File: src/rtl/if_fetch_stage.sv
// Instruction fetch stage: single-outstanding imem request, IF/ID register with a
// one-entry skid buffer, flush handling for in-flight requests, and misaligned-PC exceptions.
module if_fetch_stage #(
  parameter logic [31:0] RESET_PC = 32'h00000000
) (
  input  logic        clk,
  input  logic        reset,
  input  logic [31:0] i_next_pc,
  input  logic        i_flush,
  input  logic        i_ID_stall,
  output logic [31:0] o_IF_current_pc,
  output logic        o_imem_req,
  output logic [31:0] o_imem_addr,
  input  logic        i_imem_ack,
  input  logic [31:0] i_imem_rdata,
  output logic        o_ID_valid,
  output logic [31:0] o_ID_instr,
  output logic [31:0] o_ID_pc,
  output logic        o_ID_exc,
  output logic [4:0]  o_ID_exc_cause
);

  typedef enum logic [1:0] {S_REQ, S_HOLD, S_KILL, S_EXC} state_t;
  localparam logic [4:0] CAUSE_ADEL = 5'd4;

  state_t      state, state_n;
  logic [31:0] pc_q, pc_n, req_addr, req_addr_n;
  logic        id_valid, id_valid_n, id_exc, id_exc_n;
  logic [31:0] id_instr, id_instr_n, id_pc, id_pc_n;
  logic [4:0]  id_cause, id_cause_n;
  logic        skid_valid, skid_valid_n;
  logic [31:0] skid_instr, skid_instr_n, skid_pc, skid_pc_n;
  logic        xfer, slot_ok, aligned;

  assign xfer    = id_valid & ~i_ID_stall;
  assign slot_ok = ~id_valid | ~i_ID_stall;
  assign aligned = (pc_q[1:0] == 2'b00);

  always_comb begin
    state_n      = state;
    pc_n         = pc_q;
    id_valid_n   = id_valid & ~xfer;
    id_instr_n   = id_instr;
    id_pc_n      = id_pc;
    id_exc_n     = id_exc;
    id_cause_n   = id_cause;
    skid_valid_n = skid_valid;
    skid_instr_n = skid_instr;
    skid_pc_n    = skid_pc;
    case (state)
      S_REQ: begin
        if (i_flush) begin
          // An issued request cannot be withdrawn: drain it in S_KILL
          if (aligned && !i_imem_ack) state_n = S_KILL;
        end else if (!aligned) begin
          if (slot_ok) begin
            id_valid_n = 1'b1;
            id_instr_n = 32'h0;
            id_pc_n    = pc_q;
            id_exc_n   = 1'b1;
            id_cause_n = CAUSE_ADEL;
            state_n    = S_EXC;
          end
        end else if (i_imem_ack) begin
          pc_n = i_next_pc;
          if (slot_ok) begin
            id_valid_n = 1'b1;
            id_instr_n = i_imem_rdata;
            id_pc_n    = req_addr;
            id_exc_n   = 1'b0;
            id_cause_n = 5'd0;
          end else begin
            skid_valid_n = 1'b1;
            skid_instr_n = i_imem_rdata;
            skid_pc_n    = req_addr;
            state_n      = S_HOLD;
          end
        end
      end
      S_HOLD: begin
        if (xfer) begin
          id_valid_n   = 1'b1;
          id_instr_n   = skid_instr;
          id_pc_n      = skid_pc;
          id_exc_n     = 1'b0;
          id_cause_n   = 5'd0;
          skid_valid_n = 1'b0;
          state_n      = S_REQ;
        end
      end
      S_KILL:  if (i_imem_ack) state_n = S_REQ;
      S_EXC:   ;
      default: state_n = S_REQ;
    endcase
    if (i_flush) begin
      pc_n         = i_next_pc;
      id_valid_n   = 1'b0;
      skid_valid_n = 1'b0;
      if (state == S_HOLD || state == S_EXC) state_n = S_REQ;
    end
    // Request address tracks pc_q except while a killed request is draining
    req_addr_n = (state_n == S_KILL) ? req_addr : pc_n;
  end

  always_ff @(posedge clk or posedge reset) begin
    if (reset) begin
      state      <= S_REQ;
      pc_q       <= RESET_PC;
      req_addr   <= RESET_PC;
      id_valid   <= 1'b0;
      id_instr   <= 32'h0;
      id_pc      <= 32'h0;
      id_exc     <= 1'b0;
      id_cause   <= 5'd0;
      skid_valid <= 1'b0;
      skid_instr <= 32'h0;
      skid_pc    <= 32'h0;
    end else begin
      state      <= state_n;
      pc_q       <= pc_n;
      req_addr   <= req_addr_n;
      id_valid   <= id_valid_n;
      id_instr   <= id_instr_n;
      id_pc      <= id_pc_n;
      id_exc     <= id_exc_n;
      id_cause   <= id_cause_n;
      skid_valid <= skid_valid_n;
      skid_instr <= skid_instr_n;
      skid_pc    <= skid_pc_n;
    end
  end

  assign o_IF_current_pc = pc_q;
  assign o_imem_req      = ~reset & ((state == S_REQ && aligned) || state == S_KILL);
  assign o_imem_addr     = req_addr;
  assign o_ID_valid      = id_valid;
  assign o_ID_instr      = id_instr;
  assign o_ID_pc         = id_pc;
  assign o_ID_exc        = id_exc;
  assign o_ID_exc_cause  = id_cause;

endmodule

File: config.mk
export PLATFORM = sky130hd
export DESIGN_NAME = if_fetch_stage
export DESIGN_NICKNAME = d
export VERILOG_FILES = /design/src/rtl/if_fetch_stage.sv
export SDC_FILE = /design/constraint.sdc
export NUM_CORES = 1
export LEC_CHECK = 0
export ABC_CLOCK_PERIOD_IN_PS = 8700
export CORE_ASPECT_RATIO = 0.8
export CORE_MARGIN = 3
export CORE_UTILIZATION = 37
export DETAILED_ROUTE_END_ITERATION = 8
export SLEW_MARGIN = 30
export SYNTH_ARGS = -nofsm -noshare
export SYNTH_HDL_FRONTEND = slang
export SYNTH_SLANG_ARGS = --single-unit
File: constraint.sdc
create_clock -name clk -period 8.7 [get_ports clk]
set_input_delay 1.74 -clock clk [delete_from_list [all_inputs] [get_ports clk]]
set_output_delay 1.74 -clock clk [all_outputs]
set_load 0.03 [all_outputs]
==> qor_table.md <==
| Item | This run |
|:---|:---|
| Run status | completed |
| HP Start | skid_pc[31] |
| Pin count of the biggest net entering global routing | 129 |
| Antenna violation net count after detailed routing | 0 |
| Number of antenna diodes | 0 |
| Final-stage net count | 892 |
| Share of total power consumed by net switching | 0.377 |
| Area Growth Syn to Fin | 33.1% |
| Share of synthesized cell area in full adder, half adder and majority cells | 0 |
| Share of total power in the clock network | 0.202 |
| Overall overflow remaining after global route | 0 |
| Source of the critical timing path | reset |
| Area leader, netlist | dfrtp_1 |
| # clock sinks | 196 |
| Post-Syn Area | 8790 um2 |
| Sequential fraction of design power | 0.354 |
| Overall via count from detail_route | 5,737 |
| Largest family of logic cells by synthesized area | multiplexers |
| Cells after DPL | 1,107 |
| Synth Instances | 641 |
| Antenna violations before repair | 0 |
| Count of unique library cells instantiated by Yosys | 33 |
| Initial standard-cell utilization of the core | 0.383 |
| Wire length of the first global-routing pass | 34.3 mm |
| Layout cell share with drive strength beyond 1 | 0.249 |
| Width of the die | 178 um |
| Filler-free cell count of the finished design | 1,142 |
| Category of the most critical setup path | primary input to output pin |
| Number of core rows | 49 |
| Area of combinational cells with multiple inputs | 3610 um2 |
| Shortest period the worst path allows | 4930 ps |
| Clock transition at the register clock pins on the worst setup and hold paths after CTS | 60 ps |
| CP max FO | 2 |
| Routed wire length | 21.3 mm |
| Final number of max-transition violations | 0 |
| Routability congestion estimate from global placement | 0.756 |
| Area inside the core boundary | 22,900 um2 |
| Setup skew after layout | 11.7 ps |
| Cell Pwr Density | 364 nW/um2 |
| Sequential cell area | 4900 um2 |
| Share of Yosys cell area claimed by the top area cell type | 0.558 |
| Total of endpoints with negative setup slack in the final report | 0 |
| Critical Path AT | 3190 ps |
| Type of element capturing the critical path | output pin |
| Maximum buffer depth of the clock tree | 2 |
| Finished Core Util | 0.510 |
| Final sum of negative setup slack | 0 ps |
| Predominant post-synthesis flop cell | dfrtp_1 |
| Gates resized, CTS repair | 0 |
| FF+latch count, synth | 196 |
| RSZ-0062 raised after global routing | false |
| Number of fill cells | 1,956 |
| Net switching power of the design | 1.61 mW |
| DP HPWL | 13.5 mm |
| Routed length per placed instance | 18.6 um |
| Number of global-route vias before repair | 6,151 |
| I/O pins | 205 |
| Synth area leaders | dfrtp_1 56%, mux2_2 13%, mux2_4 9.6% |
| Post-synthesis simple-gate area fraction | 0.0323 |
| First-iteration detailed-routing DRC count | 322 |
| Cell leakage power | 5.17 nW |
| Root buffer cell | clkbuf_16 |
| Post-CTS Hold Fix Bufs | 0 |
| Crit share post-route | 0.566 |
| Required @ worst endpoint | 6960 ps |
| Num CTS Buffers | 17 |
| P_int | 2.66 mW |
| Clock latency on the worst-skew pair | 430 ps |
| Pre-antenna DRT Iters | 4 |
| Launching element type of the critical path | primary input |
| Reg2Reg Launch Point | o_IF_current_pc[1] |
| Maximum operating frequency | 203 MHz |
| Number of maximum-capacitance constraint violations | 0 |
| Type of the tightest min-delay check | flip-flop to flip-flop |
| # H-tree levels | 4 |
| Die outline area | 25,700 um2 |
| Number of warnings printed during yosys synthesis | 0 |
| Slew headroom | 0.375 |
| All-Layer GR Usage | 0.170 |
| Mean instance size in the synthesized netlist | 13.7 um2 |
| Proportion of synthesized area in mux cells | 0.294 |
| Port Buf Inserts | 200 |
| Worst supply voltage drop on vdd | 180 uV |
| Per-cell via count in the routed design | 5.02 |
| Slew @ Worst Pin | 937 ps |
| Die Y-Extent | 144 um |
| Clock tree from TritonCTS | done |
| Count of flip-flops with a built-in enable after synthesis | 0 |
| Final hold violation count | 0 |
| Share of synthesized flip-flops with an asynchronous set or reset | 1.00 |
| XOR/XNOR share of the synthesized area | 0 |
| Compound-gate portion of the synthesized area | 0.0790 |
| Post-CTS Setup Inserts | 0 |
| Portion of the post-synthesis area used by sequential elements | 0.558 |
| Fraction of power consumed by combinational cells | 0.444 |
| DRC violation count after routing | 0 |
==> metal layers <==
layer / global-route usage / routed length (um) / part of all wire / vias to the layer above
met3: 0.0407 / 1030 / 0.048 / 23
met1: 0.228 / 9730 / 0.46 / 2925
li1: - / - / - / 2654
met5: 0 / 0 / 0 / -
met2: 0.276 / 10200 / 0.48 / 135
met4: 0.0475 / 368 / 0.017 / 0
==> kinds of logic (layout without fill, tap and decap cells) <==
| family | after synthesis | in the layout |
|---|---|---|
| multiplexers | 218 | 218 |
| AO/OA/AOI/OAI | 112 | 112 |
| other | 1 | 4 |
| AND/OR/NAND/NOR | 59 | 59 |
| flip-flops | 196 | 196 |
| buffers and inverters | 55 | 247 |
==> cell usage in the layout (no fill, tap or decap), types with 2 or more instances in the layout <==
master / instances
conb_1: 4
nand2b_1: 5
buf_16: 2
a21oi_1: 37
nor2_1: 6
inv_6: 2
buf_4: 8
a211oi_1: 32
clkbuf_16: 17
o21ai_0: 35
clkinv_4: 2
dfrtp_1: 196
clkbuf_1: 2
bufinv_16: 4
mux2_4: 56
clkdlybuf4s50_1: 200
inv_8: 2
inv_1: 3
a31oi_1: 2
clkinvlp_4: 2
nand2_1: 36
mux2_2: 100
mux2i_1: 62
==> worst paths after layout <==
kind,end,slack [ps],depth (start not counted)
worst max register to register,skid_instr[8],5690,4
worst min-delay path,skid_pc[31],510,1
worst max-delay path,o_imem_req,3770,3
max in group asynchronous,o_ID_instr[3],5710,4
worst min register to register,skid_pc[31],510,1
min in group asynchronous,o_ID_instr[19],1820,2
==> metrics by stage <==
step / setup WS (ps) / hold slack [ps] / instance area (um2) / total power [mW]
final: 3770 / 506 / 11700 / 4.26
after global routing: 3660 / 516 / 11700 / 4.50
after global placement: 3770 / 486 / 11000 / 3.36
after detailed placement: 3790 / 492 / 11000 / 3.42
after floorplan: 1620 / 479 / 8800 / 2.71
after CTS: 3780 / 509 / 11600 / 4.29
==> Yosys cell counts (all sizes together), types with 2 or more instances <==
| cell | instances |
|---|---|
| a31oi | 3 |
| dfrtp | 196 |
| a211oi | 33 |
| clkbuf | 10 |
| mux2 | 156 |
| inv | 4 |
| mux2i | 62 |
| nor2b | 3 |
| buf | 41 |
| nor2 | 8 |
| and2 | 2 |
| nand2 | 36 |
| a21oi | 38 |
| nand2b | 5 |
| o21ai | 36 |
==> state kept, by name, indices dropped and copies added, names as in the netlist <==
signal and flops:
o_ID_instr 32, o_ID_pc 32, o_IF_current_pc 32, o_imem_addr 32
skid_instr 32, skid_pc 32, state 2, o_ID_exc_cause 1
o_ID_valid 1
==> final cells by class <==
type                       count  area share
timing repair buffer         211       0.183
clock buffer                  20      0.0382
inverter                       4     0.00235
sequential                   196       0.419
tap                          306      0.0327
clock inverter                12      0.0165
multi-input combinational    393       0.308
==> power groups by stage <==
stage	combinational (mW)	clock (mW)	sequential [mW]
after floorplan	0.822	0	1.89
after global placement	1.85	0	1.51
after detailed placement	1.89	0	1.52
after CTS	1.89	0.880	1.51
after global routing	2.02	0.918	1.56
final	1.89	0.860	1.51
==> worst max-delay path, cell delays in order <==
cell	delay, ps
clkdlybuf4s50_1	520
nor3_1	230
clkdlybuf4s50_1	700
(Power assumes the default switching activity.)
